$ cat config.mk
export PLATFORM = sky130hd
export DESIGN_NAME = regfile_wr_arbiter_flat
export DESIGN_NICKNAME = d
export VERILOG_FILES = /design/src/rtl/regfile_wr_arbiter_if.sv /design/src/rtl/regfile_wr_arbiter.sv /design/src/flat_wrapper.sv
export SDC_FILE = /design/constraint.sdc
export NUM_CORES = 1
export LEC_CHECK = 0
export ABC_AREA = 1
export CAP_MARGIN = 5
export CORE_AREA = 4 4 165 167
export CTS_CLUSTER_SIZE = 20
export DETAILED_ROUTE_END_ITERATION = 16
export DIE_AREA = 0 0 169 171
export PLACE_DENSITY = 0.89
export SYNTH_ARGS = -nofsm -noshare
export SYNTH_HDL_FRONTEND = slang
export SYNTH_SLANG_ARGS = --single-unit
$ cat constraint.sdc
create_clock -name clk -period 4 [get_ports clk]
set_clock_uncertainty 0.15 [all_clocks]
set_input_delay 0.6 -clock clk [delete_from_list [all_inputs] [get_ports clk]]
set_output_delay 0.6 -clock clk [all_outputs]
set_load 0.005 [all_outputs]
$ cat src/rtl/regfile_wr_arbiter_if.sv
// Request bus plus the two registered write ports of the register file.
// master = requester side, slave = the arbiter.
interface regfile_wr_arbiter_if #(
  parameter int NREQ = 4,
  parameter int AW   = 5,
  parameter int DW   = 64
);
  logic [NREQ-1:0]    req_valid;
  logic [NREQ*AW-1:0] req_addr;
  logic [NREQ*DW-1:0] req_data;
  logic [NREQ-1:0]    req_ready;
  logic               a_we;
  logic [AW-1:0]      a_addr;
  logic [DW-1:0]      a_data;
  logic               b_we;
  logic [AW-1:0]      b_addr;
  logic [DW-1:0]      b_data;
  logic               init_done;

  modport master (
    output req_valid, req_addr, req_data,
    input  req_ready, a_we, a_addr, a_data, b_we, b_addr, b_data, init_done
  );

  modport slave (
    input  req_valid, req_addr, req_data,
    output req_ready, a_we, a_addr, a_data, b_we, b_addr, b_data, init_done
  );
endinterface

$ cat src/rtl/regfile_wr_arbiter.sv
// Dual write-port scheduler: zero-fills the register file after reset, then grants up to
// two round-robin requesters per cycle with distinct addresses onto ports A and B.
module regfile_wr_arbiter #(
  parameter int NREQ = 4,
  parameter int AW   = 5,
  parameter int DW   = 64
) (
  input  logic                 clk,
  input  logic                 rst,
  regfile_wr_arbiter_if.slave  bus
);
  localparam int PW = (NREQ > 1) ? $clog2(NREQ) : 1;
  localparam int KW = AW - 1;

  typedef enum logic {INIT, RUN} state_t;

  state_t        state_reg;
  logic [KW-1:0] init_cnt_reg;
  logic [PW-1:0] rr_ptr_reg;
  logic          a_we_reg;
  logic [AW-1:0] a_addr_reg;
  logic [DW-1:0] a_data_reg;
  logic          b_we_reg;
  logic [AW-1:0] b_addr_reg;
  logic [DW-1:0] b_data_reg;
  logic          init_done_reg;

  logic [AW-1:0] addr_arr [NREQ];
  logic [DW-1:0] data_arr [NREQ];

  genvar gi;
  generate
    for (gi = 0; gi < NREQ; gi++) begin : g_unpack
      assign addr_arr[gi] = bus.req_addr[gi*AW +: AW];
      assign data_arr[gi] = bus.req_data[gi*DW +: DW];
    end
  endgenerate

  logic            a_found;
  logic            b_found;
  logic [PW-1:0]   a_idx;
  logic [PW-1:0]   b_idx;
  logic [PW-1:0]   scan_idx;
  logic [PW:0]     scan_sum;
  logic [PW-1:0]   last_idx;
  logic [PW-1:0]   rr_ptr_next;
  logic [NREQ-1:0] grant_mask;

  // Scan from rr_ptr; B is the next valid requester whose address differs from A's.
  always_comb begin
    a_found    = 1'b0;
    b_found    = 1'b0;
    a_idx      = '0;
    b_idx      = '0;
    scan_idx   = '0;
    scan_sum   = '0;
    grant_mask = '0;
    for (int off = 0; off < NREQ; off++) begin
      scan_sum = {1'b0, rr_ptr_reg} + (PW+1)'(off);
      if (scan_sum >= (PW+1)'(NREQ)) begin
        scan_sum = scan_sum - (PW+1)'(NREQ);
      end
      scan_idx = scan_sum[PW-1:0];
      if (bus.req_valid[scan_idx]) begin
        if (!a_found) begin
          a_found = 1'b1;
          a_idx   = scan_idx;
        end else if (!b_found && (addr_arr[scan_idx] != addr_arr[a_idx])) begin
          b_found = 1'b1;
          b_idx   = scan_idx;
        end
      end
    end
    if (a_found) grant_mask[a_idx] = 1'b1;
    if (b_found) grant_mask[b_idx] = 1'b1;
  end

  // Explicit wrap keeps non-power-of-two NREQ from walking into unused indices.
  assign last_idx    = b_found ? b_idx : a_idx;
  assign rr_ptr_next = (last_idx == PW'(NREQ-1)) ? '0 : last_idx + PW'(1);

  assign bus.req_ready = (state_reg == RUN && !rst) ? grant_mask : '0;

  always_ff @(posedge clk) begin
    if (rst) begin
      state_reg     <= INIT;
      init_cnt_reg  <= '0;
      rr_ptr_reg    <= '0;
      a_we_reg      <= 1'b0;
      a_addr_reg    <= '0;
      a_data_reg    <= '0;
      b_we_reg      <= 1'b0;
      b_addr_reg    <= '0;
      b_data_reg    <= '0;
      init_done_reg <= 1'b0;
    end else begin
      case (state_reg)
        INIT: begin
          a_we_reg     <= 1'b1;
          a_addr_reg   <= {init_cnt_reg, 1'b0};
          a_data_reg   <= '0;
          b_we_reg     <= 1'b1;
          b_addr_reg   <= {init_cnt_reg, 1'b1};
          b_data_reg   <= '0;
          init_cnt_reg <= init_cnt_reg + KW'(1);
          if (init_cnt_reg == '1) begin
            state_reg     <= RUN;
            init_done_reg <= 1'b1;
          end
        end
        RUN: begin
          // An idle port drops we but keeps its last address/data.
          a_we_reg <= a_found;
          b_we_reg <= b_found;
          if (a_found) begin
            a_addr_reg <= addr_arr[a_idx];
            a_data_reg <= data_arr[a_idx];
            rr_ptr_reg <= rr_ptr_next;
          end
          if (b_found) begin
            b_addr_reg <= addr_arr[b_idx];
            b_data_reg <= data_arr[b_idx];
          end
        end
        default: state_reg <= INIT;
      endcase
    end
  end

  assign bus.a_we      = a_we_reg;
  assign bus.a_addr    = a_addr_reg;
  assign bus.a_data    = a_data_reg;
  assign bus.b_we      = b_we_reg;
  assign bus.b_addr    = b_addr_reg;
  assign bus.b_data    = b_data_reg;
  assign bus.init_done = init_done_reg;
endmodule

$ cat src/flat_wrapper.sv
// flat-port wrapper written by rule: the top's interface ports become plain ports
module regfile_wr_arbiter_flat 
#(
  parameter int NREQ = 4,
  parameter int AW   = 5,
  parameter int DW   = 64
)
  (clk, rst, bus_req_valid, bus_req_addr, bus_req_data, bus_req_ready, bus_a_we, bus_a_addr, bus_a_data, bus_b_we, bus_b_addr, bus_b_data, bus_init_done);
  regfile_wr_arbiter_if #(.NREQ(NREQ), .AW(AW), .DW(DW)) bus_i ();
  input  logic clk;
  input  logic rst;
  input wire logic [$bits(bus_i.req_valid)-1:0] bus_req_valid;
  input wire logic [$bits(bus_i.req_addr)-1:0] bus_req_addr;
  input wire logic [$bits(bus_i.req_data)-1:0] bus_req_data;
  output wire logic [$bits(bus_i.req_ready)-1:0] bus_req_ready;
  output wire logic [$bits(bus_i.a_we)-1:0] bus_a_we;
  output wire logic [$bits(bus_i.a_addr)-1:0] bus_a_addr;
  output wire logic [$bits(bus_i.a_data)-1:0] bus_a_data;
  output wire logic [$bits(bus_i.b_we)-1:0] bus_b_we;
  output wire logic [$bits(bus_i.b_addr)-1:0] bus_b_addr;
  output wire logic [$bits(bus_i.b_data)-1:0] bus_b_data;
  output wire logic [$bits(bus_i.init_done)-1:0] bus_init_done;
  assign bus_i.req_valid = bus_req_valid;
  assign bus_i.req_addr = bus_req_addr;
  assign bus_i.req_data = bus_req_data;
  assign bus_req_ready = bus_i.req_ready;
  assign bus_a_we = bus_i.a_we;
  assign bus_a_addr = bus_i.a_addr;
  assign bus_a_data = bus_i.a_data;
  assign bus_b_we = bus_i.b_we;
  assign bus_b_addr = bus_i.b_addr;
  assign bus_b_data = bus_i.b_data;
  assign bus_init_done = bus_i.init_done;
  regfile_wr_arbiter #(.NREQ(NREQ), .AW(AW), .DW(DW)) u_core (.clk(clk), .rst(rst), .bus(bus_i));
endmodule
* After elaboration in Yosys (flattened, before gate mapping)
Cells that the tools add are included.
Operators by class: $add $sub $neg 9, magnitude comparators 20, equality and inequality tests 7, multiplexer cells 92, bitwise logic cells 10, reductions and logical operators 10
Operator list (number):
- $mux 64 | 6
- $bmux 64 s2 | 2
- $pmux 64 s2 | 2
- $mux 5 | 18
- $bmux 5 s2 | 8
- $mux 2 | 22
- $ge 3x3->1 const B | 11
- $not 2->3 | 8
- $mux 1 | 21
- $pmux 5 s2 | 2
- $lt 2x3->1 const B | 6
- $ne 5x5->1 | 3
- $mux 4 | 3
- $bmux 1 s2 | 4
- $sub 2x1->2 const B | 4
- $add 2x2->3 const B | 2
- $logic_and 1x1->1 | 5
- $add 4x1->4 const B | 1
- $demux 1 s2 | 2
- $eq 4x4->1 const B | 1
- $ge 2x1->1 const B | 2
- $ne 2x2->1 const B | 2
- $or 4x4->4 | 1
- $pmux 1 s2 | 2
- 7 further kinds | 10
Storage, ports and cells: bits in registers 148, input bits 282, output and inout bits 145, word-level logic and storage cells 158

* Longest topological paths before layout
Gate-level depths: netlist of the first run.
word-level depth 30, mapped depth 30, mapped depth without buffers 28

* Worst setup path after synthesis of the first run
Ideal clock, no wire load.
kind input-to-output, from in bus_req_valid[3], to out bus_req_ready[2], arrival 2.951 ns, path slack 0.299 ns, cell stages on the path 20, buffers on the path 2, cell sequence inv_1 nand2_1 nand3_2 nand2_4 ha_1 clkbuf_1 nand2_1 o21ai_0 nor2_1 a21oi_1 xnor2_1 nand4_1 nand3_1 nand2_1 nand2_2 nand3_1 nand2_2 buf_1 nand2_1 a21oi_1
Between the ends: longest elaborated chain between the ends 28
Ends and longest elaborated chain:
- start, declared | line flat_wrapper.sv:12 | input wire logic [$bits(bus_i.req_valid)-1:0] bus_req_valid;
- $bmux 1 s2 | line regfile_wr_arbiter.sv:64 | if (bus.req_valid[scan_idx]) begin
- $mux 1 (not written as such) | line regfile_wr_arbiter.sv:64
- $mux 2 | line regfile_wr_arbiter.sv:64
- $not 2->3 (not written as such) | line regfile_wr_arbiter.sv:68 | end else if (!b_found && (addr_arr[scan_idx] != addr_arr[a_idx])) begin
- $bmux 5 s2 | line regfile_wr_arbiter.sv:68
- $mux 5 (not written as such) (2 in a row) | line regfile_wr_arbiter.sv:68
- $ne 5x5->1 | line regfile_wr_arbiter.sv:68
- $mux 1 | line regfile_wr_arbiter.sv:68
- (+11 left out)
- $mux 2 | line regfile_wr_arbiter.sv:64
- $lt 2x3->1 (not written as such) / $ge 2x1->1 (equally long branches) | line regfile_wr_arbiter.sv:75 | if (b_found) grant_mask[b_idx] = 1'b1;
- $logic_and 1x1->1 (not written as such) | line regfile_wr_arbiter.sv:75
- $mux 1 (not written as such) | line regfile_wr_arbiter.sv:75
- $demux 1 s2
- $or 4x4->4 (no line)
- $mux 4 * | line regfile_wr_arbiter.sv:75
- $mux 4 * | line regfile_wr_arbiter.sv:82 | assign bus.req_ready = (state_reg == RUN && !rst) ? grant_mask : '0;
- end, declared | line flat_wrapper.sv:15 | output wire logic [$bits(bus_i.req_ready)-1:0] bus_req_ready;
Every way passes the cells marked *; elsewhere a longest branch is shown, timed or not. The select of a mux whose other input is x is not followed.

* Final worst setup path of the first run
from reg u_core.rr_ptr_reg[0], to out bus_req_ready[2]
Between the ends: longest elaborated chain between the ends 30
Ends and longest elaborated chain:
- start, declared | line regfile_wr_arbiter.sv:19 | logic [PW-1:0] rr_ptr_reg;
- start signal, assigned | line regfile_wr_arbiter.sv:118 | rr_ptr_reg <= rr_ptr_next;
- $ge 2x3->1 / $sub 2x1->2 (equally long branches) | line regfile_wr_arbiter.sv:60, regfile_wr_arbiter.sv:61
- $mux 2 | line regfile_wr_arbiter.sv:60 | if (scan_sum >= (PW+1)'(NREQ)) begin
- $bmux 1 s2 | line regfile_wr_arbiter.sv:64
- $mux 1 (not written as such) | line regfile_wr_arbiter.sv:64
- $mux 2 | line regfile_wr_arbiter.sv:64
- $not 2->3 (not written as such) | line regfile_wr_arbiter.sv:68
- $bmux 5 s2 | line regfile_wr_arbiter.sv:68
- $mux 5 (not written as such) (2 in a row) | line regfile_wr_arbiter.sv:68
- (+13 left out)
- $mux 2 | line regfile_wr_arbiter.sv:64
- $lt 2x3->1 (not written as such) / $ge 2x1->1 (equally long branches) | line regfile_wr_arbiter.sv:75
- $logic_and 1x1->1 (not written as such) | line regfile_wr_arbiter.sv:75
- $mux 1 (not written as such) | line regfile_wr_arbiter.sv:75
- $demux 1 s2
- $or 4x4->4 (no line)
- $mux 4 * | line regfile_wr_arbiter.sv:75
- $mux 4 * | line regfile_wr_arbiter.sv:82
Marks and branches as above.

==> results of run 1 <==
-- power breakdown --
group	switching, mW	total [mW]	internal [mW]
clock network	0.752	1.65	0.894
logic	0.700	1.28	0.575
registers	0.00494	1.48	1.48
total	1.46	4.40	2.95
-- critical path, cell delays in order (launching register included) --
cell	delay (ps)
dfxtp_4	450
inv_8	70
buf_12	140
nand2_4	80
nand2_4	70
nand2_4	100
nand2_8	80
nor2_4	130
buf_6	130
nand3_4	130
nand2_8	130
nand2_1	80
nand2_1	70
nand2_1	60
nand3_2	70
nand2_1	50
inv_1	70
nand2_2	60
nor2_4	140
nor2_4	60
nand2_2	80
nand2_4	60
nand2_4	100
nand2_2	70
a21oi_2	140
buf_4	140
clkbuf_2	110
-- layout by cell type, fill, tap and decap left out, types with 4 or more instances in the layout --
cell and n:
nand2_8 6, clkinvlp_4 4, o21ai_1 13, clkdlybuf4s50_1 417, o221ai_1 23, nor3_1 51, nand3_2 28, nor2_1 130
xor2_1 4, nor2_4 6, buf_12 11, buf_6 14, nand3_4 7, nand2_2 18, o21ai_0 70, inv_4 5
buf_4 141, nand3b_1 4, nand2_4 20, dlygate4sd2_1 4, o221a_2 12, a21oi_1 147, o211ai_1 11, inv_8 4
nand2_1 383, inv_2 14, clkbuf_16 18, o22ai_1 55, inv_6 5, a21oi_2 4, dfxtp_1 146, nand3_1 364
inv_1 48
-- cells by family (layout without fill, tap and decap cells) --
family / after synthesis / count (layout) / synth area share (%)
fa+ha+maj: 2 / 2 / 0.232
xor+xnor: 5 / 5 / 0.406
other cells: 0 / 1 / 0
buf+inv: 214 / 692 / 9.54
flops: 148 / 148 / 27.5
simple gates: 1021 / 1024 / 44.0
compound gates: 341 / 341 / 18.4
-- stage by stage --
stage / area (sq um) / power, mW / utilization [%] / cells / hold WS [ps]
4_1_cts: 16800 / 4.33 / 65.1 / 2540 / 314
5_1_grt: 17100 / 4.57 / 66.2 / 2548 / 331
3_3_place_gp: 16000 / 2.65 / 61.9 / 2491 / 301
3_5_place_dp: 16000 / 2.67 / 61.9 / 2491 / 304
6_report: 17100 / 4.40 / 66.2 / 2548 / 313
2_1_floorplan: 10800 / 2.10 / - / 1731 / 310
-- final timing paths --
check,from,to,slack [ps]
setup / recovery,u_core.rr_ptr_reg[0]$_SDFFE_PP0P_,bus_req_ready[2],-70
hold / removal,u_core.bus.b_data[50]$_SDFFE_PP0P_,u_core.bus.b_data[50]$_SDFFE_PP0P_,310
setup reg to reg,u_core.rr_ptr_reg[0]$_SDFFE_PP0P_,u_core.rr_ptr_reg[1]$_SDFFE_PP0P_,130
hold reg to reg,u_core.bus.b_data[50]$_SDFFE_PP0P_,u_core.bus.b_data[50]$_SDFFE_PP0P_,310
-- timing repair --
item,CTS,global route
buffers inserted,20,4
setup endpoints to repair,52,59
pin swaps,19,36
resized for setup,51,60
hold buffers,0,0
cloned,2,3
-- per-layer routing --
metal / track usage, % / up-vias / part of all wire, % / routed length [microns]
li1: - / 6931 / - / -
met1: 40.1 / 7028 / 36 / 19300
met2: 55.3 / 1204 / 46 / 24800
met3: 7.76 / 252 / 12 / 6570
met4: 20.1 / 0 / 5.7 / 3040
met5: 0 / - / 0 / 0
-- layout make-up --
type                    instances  area [sq um]  share of cell area [%]
clock inverters                13           138                   0.807
well taps                     335           419                    2.46
clock buffers                  18           439                    2.57
multi-input cells            1372          7090                    41.6
repair buffers                593          5720                    33.5
diodes                          1          2.50                  0.0147
inverters                      68           275                    1.61
flip-flops and latches        148          2970                    17.4
==> results.md, run 1 <==
- CP Max Fanout: 8
- Failing checks: negative setup slack
- Num rows: approximately 60
- Setup TNS: -223 ps
- Die width: roughly 170 microns
- Pre-CTS setup slack: -765 ps
- Fin crit share: 102%
- Hold Path Depth: 2
- Vias: 15,415
- Full die area: 28,900 sq um
- Number of global-route vias before repair: 14,515
- Area added between synthesis and finish: 58.0%
- Antenna Violating Nets Remaining: 0
- Count leader, synth: nand2_1
- Mapped Cells: between 1,500 and 2,000
- Initial Utilization: 41.9%
- Fill cells: 2,206
- Slew Limit Fails: 0
- Cts bufs inserted: 17
- Drt drc: 0
- Top FF cell, synth: dfxtp_1
- CTS sink cnt: 148
- Synth Area per Inst: approximately 6.2 sq um
- F_max: around 250 MHz
- Root buf cell: clkbuf_16
- Register area share after synthesis: 27.5%
- DR vias/cell: 6.05
- CTS tree: done
- Synth async-reset ratio: 0%
- Die height: roughly 170 microns
- Outcome: finished, violations left
- Slew @ Worst Pin: about 1200 ps
- Post-Syn Area: 10,800 sq um
- Distinct cells, synth: 42
- Global-route wire length before repair: 78,000 microns
- Minimum clock period: ~4100 ps
- RSZ-0062 raised after global routing: yes
- Final hold vios: 0
- Clock Latency Late Sink: 410 ps
- Worst Hold Class: flip-flop to flip-flop
- Worst setup path category: flip-flop to output port
- Largest net degree at the start of global routing: 103
- I/O pin count: approximately 430
- Syn Nets: a little over 2,000
- Drt first pass iters: 6
- Cell taking the most area after synthesis: dfxtp_1
- Reg2reg path depth: 29
- Final net count: 2,484
- Initial DRC Count: 2,212
- Share of the synthesized area in the top cell type: between 20% and 30%
- Clk pin slew, worst setup/hold paths: 60 ps
- Max Cap Viol: 0
- GRT Total Usage: 33.6%
- CP endpoint kind: output port
- Max VDD drop: 0.186 mV
- Initial antenna violation count: 1
- Most frequent cells after synthesis: nand2_1, nand3_1, a21oi_1
- DP Wirelength: 36,400 microns
- Final worst slack: -72.6 ps
- # port buffers: 426
- DR WL/cell: 21.1 microns
- Critical path launch point type: flip-flop
- Worst Path Required: 3250 ps
- Dominant cells by area after synthesis: dfxtp_1, nand3_1, nand2_1
- Yosys warns: 0
- Leakage Power: 6.71 nW
- Gr ovfl total: 0
- CTS max path bufs: 2
- Gpl congestion: 1.06
- Layout cell share with drive strength beyond 1: 15.0%
- Yosys reg bits: approximately 150
- Post-synth EDFFs: 0
- Final setup fails: 4
- H-tree depth: 4
- Arr. time, crit path: 3320 ps
- Routed wire length: 53,700 microns
- Relative slew slack: 19.6%
- CORE AREA: 25,800 sq um
- Cell Pwr Density: 258 nW/um^2
Note: power is estimated with default switching activity, not from simulation.
==> run 2, diff against run 1 <==
CORE_AREA = unset   (was 4 4 165 167)
CORE_MARGIN = 5   (was unset)
CORE_UTILIZATION = 45   (was unset)
DIE_AREA = unset   (was 0 0 169 171)
PLACE_DENSITY = 0.94   (was 0.89)
==> results.md, run 2 (synthesized netlist as in run 1, its figures left out) <==
- Outcome: finished, violations left
- Failing checks: negative setup slack
- Arr. time, crit path: 3370 ps (+50 ps)
- Die width: 165 microns (-2.4%)
- Clock Latency Late Sink: 430 ps (+20 ps)
- Slew Limit Fails: 0 (unchanged)
- Slew @ Worst Pin: 979 ps (-227 ps)
- RSZ-0062 raised after global routing: yes
- Gr ovfl total: 0 (unchanged)
- Num rows: 56 (-5.1%)
- Initial antenna violation count: 0 (-1)
- Layout cell share with drive strength beyond 1: 16.5% (+1.5 points)
- # diodes: 0 (-1)
- Antenna Violating Nets Remaining: 0 (unchanged)
- H-tree depth: 4 (unchanged)
- CTS max path bufs: 2 (unchanged)
- Leakage Power: 6.83 nW (+1.9%)
- Area added between synthesis and finish: 61.5%
- Critical path launch point type: flip-flop
- GRT Total Usage: 37.7% (+4.1 points)
- Vias: 15,737 (+2.1%)
- Final setup fails: 4 (unchanged)
- Relative slew slack: 34.7% (+15 points)
- Initial Utilization: 45.8% (+4.0 points)
- Cell Pwr Density: 253 nW/um^2 (-2.0%)
- CP endpoint kind: output port
- Gpl congestion: 1.02 (-4.1%)
- Dpl cells: 2,473 (-0.72%)
- Worst Path Required: 3250 ps (about the same)
- Drt first pass iters: 7 (+1)
- Full die area: 27,200 sq um (-5.9%)
- Root buf cell: clkbuf_16
- # port buffers: 426 (unchanged)
- CTS Hold Bufs: 0 (unchanged)
- Final cell count without fillers: 2,546 (-0.078%)
- Worst Hold Class: flip-flop to flip-flop
- Initial DRC Count: 2,541 (+15%)
- Commonest non-fill, non-tap cells in the layout: clkdlybuf4s50_1, nand2_1, nand3_1
- Routed wire length: 56,000 microns (+4.2%)
- Die height: 165 microns (-3.6%)
- CP Max Fanout: 9 (+1)
- CTS tree: done
- Cts bufs inserted: 17 (unchanged)
- DR WL/cell: 22.0 microns (+4.3%)
- Final worst slack: -122 ps (-49.7 ps)
- I/O pin count: 427 (unchanged)
- Max Cap Viol: 0 (unchanged)
- F_max: 243 MHz (-1.2%)
- Number of global-route vias before repair: 14,799 (+2.0%)
- Largest net degree at the start of global routing: 105 (+1.9%)
- CTS sink cnt: 148 (unchanged)
- DR vias/cell: 6.18 (+2.2%)
- Minimum clock period: 4120 ps (+49.7 ps)
- Worst setup path category: flip-flop to output port
- Setup TNS: -415 ps (-192 ps)
- CORE AREA: 23,500 sq um (-8.6%)
- Global-route wire length before repair: 80,800 microns (+3.6%)
- Overall Power: 4.41 mW (+0.22%)
- DP Wirelength: 38,200 microns (+4.9%)
- Fin crit share: 103% (+1.2 points)
- Max VDD drop: 0.269 mV (+44%)
- Most common cell after layout, fill and taps aside: clkdlybuf4s50_1
- Final net count: 2,498 (+0.56%)
- Clk pin slew, worst setup/hold paths: 80 ps (+20 ps)
- Final hold vios: 0 (unchanged)
- Hold_ws: 314 ps (+1.12 ps)
- Drt drc: 0 (unchanged)
## run 2: cell types whose count changed in the layout (fill, tap and decap cells not counted), sizes merged
cell / change
buf: +14
clkinv: +4
bufinv: -1
clkinvlp: -2
nand2: -1
diode: -1
inv: +1
clkdlybuf4s15: +2
dlygate4sd2: -2
## run 2: repair_timing
item / 4_1_cts / 5_1_grt
gates resized for setup: 102 / 71
setup endpoints to repair: 56 / 57
cloned: 4 / 2
buffers inserted: 23 / 14
pin swaps: 36 / 51
## run 2: path summary, 6_finish.rpt
check             depth (start not counted)  slack (ps)                                 end                         startpoint
setup / recovery                         27        -120                    bus_req_ready[0]  u_core.rr_ptr_reg[1]$_SDFFE_PP0P_
hold / removal                            2         310   u_core.bus.b_data[1]$_SDFFE_PP0P_  u_core.bus.b_data[1]$_SDFFE_PP0P_
setup reg to reg                         18         170  u_core.bus.a_data[61]$_SDFFE_PP0P_  u_core.rr_ptr_reg[0]$_SDFFE_PP0P_
hold reg to reg                           2         310   u_core.bus.b_data[1]$_SDFFE_PP0P_  u_core.bus.b_data[1]$_SDFFE_PP0P_
## run 2: worst max-delay path, stage by stage (launching register included)
cell     delay, ps
dfxtp_2        340
buf_12         140
inv_6           60
buf_6          120
nand2_4         60
nand2_4        110
nand2_1         70
nand2_2        100
nand3_4        110
buf_6          150
nand2_8         70
nand2_8         80
buf_6          150
nand2_1         90
nand3_2         80
nand2_1         70
nand2_1         60
nand2_2         90
nand2_2         70
nor2_4         120
nor2_4          60
nand3_2         70
nand2_4         60
buf_6          130
inv_4           70
nand3_2         70
a21oi_2        210
buf_6          130
## run 2: cell type report
cell class                 instances  area [sq um]
timing repair inverter             1          3.75
inverter                          68           283
multi-input combinational       1371          7230
clock inverter                    14           135
fill                            1853          6110
tap                              319           399
sequential                       148          2970
timing repair buffer             607          5990
clock buffer                      18           429
## run 2: stage by stage
stage	cell area, sq um	worst slack (ps)	utilization (%)
3_3_place_gp	16000	-691	67.8
6_report	17400	-122	74.1
5_1_grt	17400	-315	74.1
4_1_cts	17000	-70.1	72.2
3_5_place_dp	16000	-826	67.8
2_1_floorplan	10800	299	-
## run 2: power breakdown
| group | switching (mW) | internal (mW) | total [mW] |
|---|---|---|---|
| clock | 0.800 | 0.826 | 1.63 |
| sequential | 0.00558 | 1.48 | 1.48 |
| combinational | 0.718 | 0.585 | 1.30 |
## run 2: metal layers
| layer | vias up | wire (microns) | GRT usage (%) |
|---|---|---|---|
| met5 | - | 0 | 0 |
| met4 | 0 | 3920 | 25.1 |
| met3 | 317 | 6950 | 9.83 |
| met2 | 1365 | 25400 | 60.6 |
| met1 | 7087 | 19700 | 44.2 |
| li1 | 6968 | - | - |
==> run 3, diff against run 2 <==
CTS_CLUSTER_DIAMETER = 50   (was unset)
==> results of run 3 <==
The final DEF is identical to that of run 2; final timing and power are the same.
